$ cat config.mk
export PLATFORM = sky130hd
export DESIGN_NAME = mem_arbiter
export DESIGN_NICKNAME = d
export VERILOG_FILES = /design/src/rtl/mem_arbiter_pkg.sv /design/src/rtl/mem_arbiter_timer.sv /design/src/rtl/mem_arbiter.sv
export SDC_FILE = /design/constraint.sdc
export NUM_CORES = 1
export LEC_CHECK = 0
export BUFFER_PORTS_ARGS = -buffer_cell sky130_fd_sc_hd__buf_4
export CORE_AREA = 3 3 121 123
export DETAILED_ROUTE_END_ITERATION = 12
export DIE_AREA = 0 0 124 126
export GPL_ROUTABILITY_DRIVEN = 0
export GPL_TIMING_DRIVEN = 0
export PLACE_DENSITY_LB_ADDON = 0.3
export SLEW_MARGIN = 10
export SYNTH_ARGS = -nofsm -noshare
export SYNTH_HDL_FRONTEND = slang
export SYNTH_SLANG_ARGS = --single-unit
$ cat constraint.sdc
create_clock -name clk -period 1.9 [get_ports clk]
set_clock_uncertainty 0.1 [all_clocks]
set_input_delay 0.19 -clock clk [delete_from_list [all_inputs] [get_ports clk]]
set_output_delay 0.19 -clock clk [all_outputs]
set_load 0.005 [all_outputs]
$ cat src/rtl/mem_arbiter_pkg.sv
// Shared definitions for the two-master memory arbiter: FSM encoding,
// master index type and the default timeout length.
package mem_arbiter_pkg;

    typedef enum logic {
        ST_IDLE = 1'b0,
        ST_BUSY = 1'b1
    } state_t;

    localparam int ID_W = 1;
    typedef logic [ID_W-1:0] id_t;

    localparam int TIMEOUT_CYCLES_DEFAULT = 256;

    // Index of the master that is not 'id'.
    function automatic id_t other_id(input id_t id);
        return ~id;
    endfunction

endpackage

$ cat src/rtl/mem_arbiter_timer.sv
// Slave-wait counter for the arbiter. Counts consecutive BUSY cycles
// without slave completion and flags the cycle in which the count reaches
// LIMIT. Only instantiated when MEM_ARBITER_TIMEOUT_EN is defined.
module mem_arbiter_timer
    import mem_arbiter_pkg::*;
#(
    parameter int LIMIT = TIMEOUT_CYCLES_DEFAULT
) (
    input  logic clk,
    input  logic reset,
    input  logic busy,
    input  logic done,
    output logic expired
);

    localparam int CNT_W = $clog2(LIMIT + 1);

    logic [CNT_W-1:0] count;

    // Count BUSY cycles; restart whenever the arbiter is idle or the slave completes.
    always_ff @(posedge clk) begin
        if (reset || !busy || done) begin
            count <= '0;
        end else begin
            count <= count + CNT_W'(1);
        end
    end

    // The first BUSY cycle sees count 0, so LIMIT-1 marks the LIMIT-th cycle.
    assign expired = busy && !done && (count == CNT_W'(LIMIT - 1));

endmodule

$ cat src/rtl/mem_arbiter.sv
// Two-master, one-slave round-robin memory arbiter.
// Optional feature: define MEM_ARBITER_TIMEOUT_EN to force completion of a
// transaction after TIMEOUT_CYCLES slave-wait cycles and raise a sticky
// timeout_err. Without it the arbiter waits indefinitely for s_ready.
//
// Handshake: a master holds mN_valid with stable addr/wdata/wstrb until it
// sees mN_ready high for one cycle (completion, rdata valid in that cycle).
// Dropping valid before completion aborts the request. The slave sees
// s_valid with stable request fields until it answers s_ready for one cycle.
module mem_arbiter
    import mem_arbiter_pkg::*;
#(
    parameter int TIMEOUT_CYCLES = TIMEOUT_CYCLES_DEFAULT
) (
    input  logic        clk,
    input  logic        reset,
    input  logic        m0_valid,
    output logic        m0_ready,
    input  logic [31:0] m0_addr,
    input  logic [31:0] m0_wdata,
    input  logic [3:0]  m0_wstrb,
    output logic [31:0] m0_rdata,
    input  logic        m1_valid,
    output logic        m1_ready,
    input  logic [31:0] m1_addr,
    input  logic [31:0] m1_wdata,
    input  logic [3:0]  m1_wstrb,
    output logic [31:0] m1_rdata,
    output logic        s_valid,
    input  logic        s_ready,
    output logic [31:0] s_addr,
    output logic [31:0] s_wdata,
    output logic [3:0]  s_wstrb,
    input  logic [31:0] s_rdata,
    output logic        grant_id,
    output logic        timeout_err
);

    if (TIMEOUT_CYCLES < 1) begin : g_bad_timeout
        $error("mem_arbiter: TIMEOUT_CYCLES must be at least 1");
    end

    state_t state;
    id_t    owner;
    id_t    rr_ptr;

    logic active;
    logic owner_is_1;
    logic owner_valid;
    logic timeout_hit;
    logic complete;

    // Reset gates the outputs immediately so a transaction caught by reset
    // never shows a ready or a slave request.
    assign active      = (state == ST_BUSY) && !reset;
    assign owner_is_1  = (owner == 1'b1);
    assign owner_valid = owner_is_1 ? m1_valid : m0_valid;
    assign complete    = s_ready || timeout_hit;

`ifdef MEM_ARBITER_TIMEOUT_EN
    logic expired;
    logic err_q;

    mem_arbiter_timer #(
        .LIMIT (TIMEOUT_CYCLES)
    ) u_timer (
        .clk     (clk),
        .reset   (reset),
        .busy    (state == ST_BUSY),
        .done    (s_ready),
        .expired (expired)
    );

    // An abort in the terminal cycle wins over the forced completion.
    assign timeout_hit = expired && owner_valid;

    // Sticky timeout flag, cleared only by reset.
    always_ff @(posedge clk) begin
        if (reset) begin
            err_q <= 1'b0;
        end else if (timeout_hit) begin
            err_q <= 1'b1;
        end
    end

    assign timeout_err = err_q && !reset;
`else
    assign timeout_hit = 1'b0;
    assign timeout_err = 1'b0;
`endif

    // Arbitration FSM: grant in IDLE, hold ownership in BUSY until
    // completion or abort. The pointer only moves on a real completion.
    always_ff @(posedge clk) begin
        if (reset) begin
            state  <= ST_IDLE;
            owner  <= 1'b0;
            rr_ptr <= 1'b0;
        end else begin
            case (state)
                ST_IDLE: begin
                    if (m0_valid && m1_valid) begin
                        owner <= rr_ptr;
                        state <= ST_BUSY;
                    end else if (m0_valid) begin
                        owner <= 1'b0;
                        state <= ST_BUSY;
                    end else if (m1_valid) begin
                        owner <= 1'b1;
                        state <= ST_BUSY;
                    end
                end
                ST_BUSY: begin
                    if (complete) begin
                        state  <= ST_IDLE;
                        rr_ptr <= other_id(owner);
                    end else if (!owner_valid) begin
                        state <= ST_IDLE;
                    end
                end
                default: state <= ST_IDLE;
            endcase
        end
    end

    // Slave request mirrors the owner's request fields while BUSY.
    assign s_valid = active;
    assign s_addr  = !active ? 32'h0 : (owner_is_1 ? m1_addr  : m0_addr);
    assign s_wdata = !active ? 32'h0 : (owner_is_1 ? m1_wdata : m0_wdata);
    assign s_wstrb = !active ? 4'h0  : (owner_is_1 ? m1_wstrb : m0_wstrb);

    // Completion and read data go to the owner only; a forced completion
    // returns zero data.
    assign m0_ready = active && !owner_is_1 && complete;
    assign m1_ready = active &&  owner_is_1 && complete;
    assign m0_rdata = (active && !owner_is_1 && !timeout_hit) ? s_rdata : 32'h0;
    assign m1_rdata = (active &&  owner_is_1 && !timeout_hit) ? s_rdata : 32'h0;

    assign grant_id = reset ? 1'b0 : owner;

endmodule

# After elaboration in Yosys (flattened, before gate mapping)
# Index checks and enable logic that the tools add are counted.
[totals]
regBits = 3
in_bits = 173
output_inout_bits = 137
word_cells = 35
[classes]
mux = 19
bitwise_logic = 2
reduce_logical = 11
[ops]
columns = ["op", "n"]
rows = [
  ["32-bit two-way mux", 6],
  ["1-bit two-way mux", 10],
  ["4-bit two-way mux", 2],
  ["1-bit logical AND", 6],
  ["2-bit AND reduction", 2],
  ["3-bit nonzero test", 1],
  ["1-bit logical NOT", 2],
  ["1-bit NOT", 2],
  ["1-bit one-hot mux with 2 select lines", 1],
]

# Logic depth before layout (Yosys ltp)
# Gate-level depths: netlist (run 1).
[depth]
word_depth = 4
mapped_depth = 5
ltp_nobuf = 3

# Worst setup path before layout (run 1)
# No wires, ideal clock.
[synth_path]
kind = "reg-to-output"
start = "reg owner"
end = "out s_wdata[0]"
t_arrival_ns = 0.975
required_ns = 1.610
slack_ns = 0.635
stages_incl_launch_ff = 6
path_buffers = 3
cell_sequence = "dfxtp_1 -> buf_6 -> buf_6 -> buf_8 -> mux2i_1 -> nor2_1"
[synth_via]
elab_chain_cells = 2
[synth_lines]
columns = ["element", "line", "text"]
rows = [
  ["from (decl)", "mem_arbiter.sv:44", "id_t owner;"],
  ["from (signal assigned)", "mem_arbiter.sv:103", "owner <= rr_ptr;"],
  ["32-bit two-way mux (2 in a row)", "mem_arbiter.sv:129", "assign s_wdata = !active ? 32'h0 : (owner_is_1 ? m1_wdata : m0_wdata);"],
  ["to (decl)", "mem_arbiter.sv:32", "output logic [31:0] s_wdata,"],
]
# Every way passes these cells.

# Worst setup path after layout (run 1)
[layout_path]
start = "reg owner"
end = "out s_wdata[9]"
# The elaborated chain is that of the path after synthesis.

==> impl_metrics.ini, run 1 <==
[worst_setup_path]
cp-start-kind = flip-flop
cp_max_fo = 10
crit_path_end_kind = output pin
critPathArrivalTime_ps = 1480
cp.required_ps = 1610
path_class = reg2out

[drt]
viasPerCell = 3.97
ant_nets = 0
drt_iter0_drc = 112
wl_per_cell_um = 14.2
vias = 2938
totalWireLength_mm = 10.5
first_pass_iters = 6
drc_errors = 0

[outcome]
status = finished, final reports clean

[sta]
finalMaxSlewViolations = 0
setup-violations-final = 0
tns_ps = 0
timing_hold_violations_final = 0
max_freq_ghz = 0.566
period_share_pct = 93.0
period_needed_ps = 1770
rsz0062_at_grt = false

[yosys]
synth_compound_area_share_pct = 2.27
yosys.area_share.adder_pct = 0
synth_cells = 248
synth_area_leaders = mux2i_1 39%, nor2_1 15%, and2_1 12%
yosys-top-cells-count = 70 x nor2_1, 69 x mux2i_1, 33 x and2_1, 33 x and3_1, 12 x buf_6
synthXorXnorAreaFrac_pct = 0
yosysTopAreaCell = mux2i_1
ys.flop_type = dfxtp_1
muxShareOfSynthArea_pct = 39.1
ys_types = 20
yosysSeqAreaShare_pct = 3.40
synth_edf_count = 0
synthesis.area_um2 = 1770
avgSynthCellArea_um2 = 7.12
syn-num-nets = 421
yosys_warnings = 0
async_reset_ff_share_pct = 0
synth-simple-area-share_pct = 40.1
synth.most_common_cell = nor2_1
synth_top_family_by_area = simple AND/OR/NAND/NOR gates
ys_ff_latch = 3
synth_top_area_share_pct = 39.1

[placement]
hpwlAfterDp_mm = 9.35
post-place-cells = 736
placed_area_um2 = 4300
io_buffers = 308

[global_routing]
grt_util_all_layers_pct = 12.1
grt_antenna_before_repair = 0
grt_pass1_vias = 3051
grt_max_degree = 11
grt_overflow_total = 0
grt_pass1_wl_mm = 15.3

[final_layout]
final_core_util_pct = 31.8
antenna_cells = 0
drive_gt1_share_pct = 60.7
seq_area_um2 = 60.1
final_cell_area_um2 = 4390
multi_input_comb_area_um2 = 1440
fill_cells = 1472
final_nets = 734
instances_no_fill = 740
area_delta_synth_final_pct = 148

[power_and_ir_drop]
power.density_nw_per_um2 = 278
vdd_ir_drop_max_mv = 0.434
leakage_uw = 0.00241

[clock_tree]
hold_buffers = 0
clk_latency_ps = 220
cts_tree = yes
clock_sinks = 3
clockBufferDepth = 2
post_cts_buffers = 0
htree_levels = 1
clk_pin_slew_worst_paths_ps = 30
numCtsBuffers = 3
clockRootBuffer = clkbuf_16

[floorplan]
initial_utilization_pct = 12.8
die_area_um2 = 15600
die_y_um = 126
num_rows = 43
die_w_um = 124
coreArea_um2 = 13800
io_pins = 310

[job]
maxCapViolations = 0

[hold_path]
hp-class = in2reg
## area by class of cell
type	count	share of cell area, %
timing repair buffer	308	52.7
multi-input combinational	215	32.9
buffer	27	5.79
tap	180	5.13
clock buffer	4	1.80
sequential	3	1.37
inverter	3	0.314
## layout by cell type, fill, tap and decap left out
cell type	synthesis	final
and2_1	33	33
inv_4	1	1
buf_8	3	4
nor2b_1	1	1
nand2b_1	1	1
a311oi_1	1	1
buf_6	12	11
clkbuf_16	0	3
inv_1	2	2
a21oi_1	2	2
nor2_8	1	1
dfxtp_1	3	3
o22a_1	1	1
nor2_1	70	70
and3_1	33	33
o21ai_0	1	1
buf_4	4	312
o211ai_1	1	1
mux2i_1	69	69
clkbuf_1	0	1
buf_2	8	8
conb_1	1	1
## final timing paths
| kind | from | end | slack (ps) | cells after the start |
|---|---|---|---|---|
| setup / recovery | owner | s_wdata[9] | 130 | 6 |
| hold / removal | reset | owner | 60 | 2 |
| setup reg to reg | owner | owner | 700 | 4 |
| hold reg to reg | rr_ptr | rr_ptr | 430 | 2 |
## registers in the layout (all words and copies together), names as in the netlist
| register | flops |
|---|---|
| owner | 1 |
| rr_ptr | 1 |
| state | 1 |
## report_power, final
| part | total [µW] | switching (µW) | leakage, µW | internal, µW |
|---|---|---|---|---|
| clock | 330 | 53.9 | 0.0000382 | 277 |
| sequential | 72.6 | 4.10 | 0.0000248 | 68.5 |
| combinational | 816 | 306 | 0.00235 | 510 |
## what timing repair did
action	in CTS	in global routing
endpoints found under the hold margin	0	0
setup endpoints to repair	0	3
gates resized for setup	0	1
## cell families after synthesis
kind of cell,count (synthesis)
muxes,69
buffers and inverters,30
AOI/OAI and AO/OA,6
DFF,3
other,1
and+or+nand+nor,139
## routing by layer
metal	vias to the layer above	GRT usage [%]	wire length [µm]
met2	156	24.7	5880
met1	1317	12.5	3600
met4	0	1.22	78
li1	1455	-	-
met3	10	2.65	967
met5	-	0	0
## metrics by stage
stage / hold WS (ps) / total power (µW) / setup slack, ps
floorplan: 159 / 401 / 635
global placement: 288 / 886 / 305
detailed placement: 292 / 898 / 333
CTS: 60.3 / 1240 / 73.3
global route: 71.8 / 1320 / 2.43
finish: 61.5 / 1220 / 133
## worst max-delay path: stages (launching register included)
cell	delay, ps
dfxtp_1	320
buf_6	160
buf_8	180
buf_8	160
mux2i_1	210
nor2_1	80
buf_4	140
(Power assumes the default switching activity.)
==> run 2, diff against run 1 <==
--- a/config.mk
+++ b/config.mk
@@ -5,13 +5,14 @@
 export SDC_FILE = /design/constraint.sdc
 export NUM_CORES = 1
 export LEC_CHECK = 0
+export ABC_CLOCK_PERIOD_IN_PS = 1900
 export BUFFER_PORTS_ARGS = -buffer_cell sky130_fd_sc_hd__buf_4
 export CORE_AREA = 3 3 121 123
 export DETAILED_ROUTE_END_ITERATION = 12
 export DIE_AREA = 0 0 124 126
 export GPL_ROUTABILITY_DRIVEN = 0
 export GPL_TIMING_DRIVEN = 0
-export PLACE_DENSITY_LB_ADDON = 0.3
+export PLACE_DENSITY = 0.53
 export SLEW_MARGIN = 10
 export SYNTH_ARGS = -nofsm -noshare
 export SYNTH_HDL_FRONTEND = slang
==> run 2 against run 1 <==
Sequential cell count stayed put. Sequential share of layout area hardly changed. Largest power group unchanged. First-iteration DRC count is 62% lower. Routed wire length is 3.1% lower. Clock power hardly changed. Critical endpoint is now s_wdata[7]. Core utilization hardly changed. Count of clock-buffer cells in the layout stayed put. Critical path depth stayed put.
==> impl_metrics.ini, run 2 (synthesis results as in run 1) <==
[floorplan]
die_w_um = 124
initial_utilization_pct = 12.8
coreArea_um2 = 13800
die_y_um = 126
die_area_um2 = 15600
io_pins = 310
num_rows = 43

[global_routing]
grt_pass1_wl_mm = 14.3
grt_overflow_total = 0
grt_max_degree = 11
grt_util_all_layers_pct = 11.3
grt_antenna_before_repair = 0
grt_pass1_vias = 2946

[final_layout]
final_common_cell = buf_4
antenna_cells = 0
instances_no_fill = 740
final_core_util_pct = 31.8
final_cell_area_um2 = 4380
final_nets = 734
drive_gt1_share_pct = 60.7
reg_top3 = owner (1), rr_ptr (1), state (1)
fill_cells = 1466
area_delta_synth_final_pct = 148
final_cell_mix = 312 x buf_4, 70 x nor2_1, 69 x mux2i_1

[worst_setup_path]
cp.required_ps = 1610
r2r-end = owner
crit_path_end_kind = output pin
reg2reg_slack_ps = 720
critPathArrivalTime_ps = 1480
worstReg2RegStart = owner
path_class = reg2out
cp-start-kind = flip-flop
endpoint = s_wdata[7]
cp_max_fo = 10
rr_worst_depth = 4
setup.worst_path.start = owner

[clock_tree]
clk_latency_ps = 220
htree_levels = 1
clockBufferDepth = 2
numCtsBuffers = 3
clk_pin_slew_worst_paths_ps = 30
hold_buffers = 0
post_cts_buffers = 0
clockRootBuffer = clkbuf_16
cts_tree = yes
clock_sinks = 3
cts_resized = 0

[sta]
timing_hold_violations_final = 0
fin_hold_ws_ps = 67.6
rsz0062_at_grt = false
tns_ps = 0
setup-violations-final = 0
period_share_pct = 93.1
period_needed_ps = 1770
max_freq_ghz = 0.565
finalMaxSlewViolations = 0

[power_and_ir_drop]
combPwrFrac_pct = 67.0
internal_power_uw = 853
power.density_nw_per_um2 = 277
power_frac_seq_pct = 5.9
sw_frac_of_total_pct = 29.8
switching_power_uw = 363
leakage_uw = 0.00241
vdd_ir_drop_max_mv = 0.440
power_frac_clock_pct = 27.0

[placement]
post-place-cells = 736
hpwlAfterDp_mm = 8.94
placed_area_um2 = 4300
io_buffers = 308

[outcome]
status = finished, final reports clean

[drt]
vias = 2902
top_layer_used = met4
wl_met1_mm = 3.50
drt_iter0_drc = 43
first_pass_iters = 4
viasPerCell = 3.92
dr_wl_met3_mm = 1.02
totalWireLength_mm = 10.2
wl_met2_mm = 5.63
wl_per_cell_um = 13.8
drc_errors = 0
ant_nets = 0

[hold_path]
hp-start = reset
hp-class = in2reg

[job]
maxCapViolations = 0
[run 2: worst min-delay path by stage]
stage | endpoint | slack, ps | depth (start not counted)
final | state | 70 | 2
after global routing | owner | 80 | 2
after CTS | state | 70 | 2
after detailed placement | state | 300 | 2
after global placement | owner | 290 | 2
after floorplan | owner | 160 | 1
[run 2: per-layer routing]
metal  track usage [%]  vias up
met4             0.451        0
met5                 0        -
met2              23.7      163
li1                  -     1462
met3              2.47        4
met1              11.6     1273
[run 2: power by group through the flow]
stage	Combinational [µW]	Clock, µW	Sequential [µW]
2_1_floorplan	328	0	72.4
6_report	815	329	72.3
3_3_place_gp	815	0	73.1
3_5_place_dp	826	0	73.1
4_1_cts	830	336	72.3
5_1_grt	891	344	73.4
[run 2: area by class of cell]
cell class,count,area [µm²],area share (%)
multi-input cells,215,1440,32.9
clock buffers,4,78.8,1.80
repair buffers,308,2310,52.8
well taps,180,225,5.14
inverters,3,13.8,0.314
plain buffers,27,250,5.71
flip-flops and latches,3,60.1,1.37
[run 2: metrics by stage]
step / setup slack (ps) / total power (µW)
after detailed placement: 331 / 900
after global routing: 32.3 / 1310
final: 130 / 1220
after CTS: 86.7 / 1240
after floorplan: 635 / 401
after global placement: 351 / 888
[run 2: critical path, cell delays in order (launching register included)]
cell,delay [ps]
dfxtp_1,310
buf_6,150
buf_6,200
buf_8,180
mux2i_1,220
nor2_1,60
buf_4,140
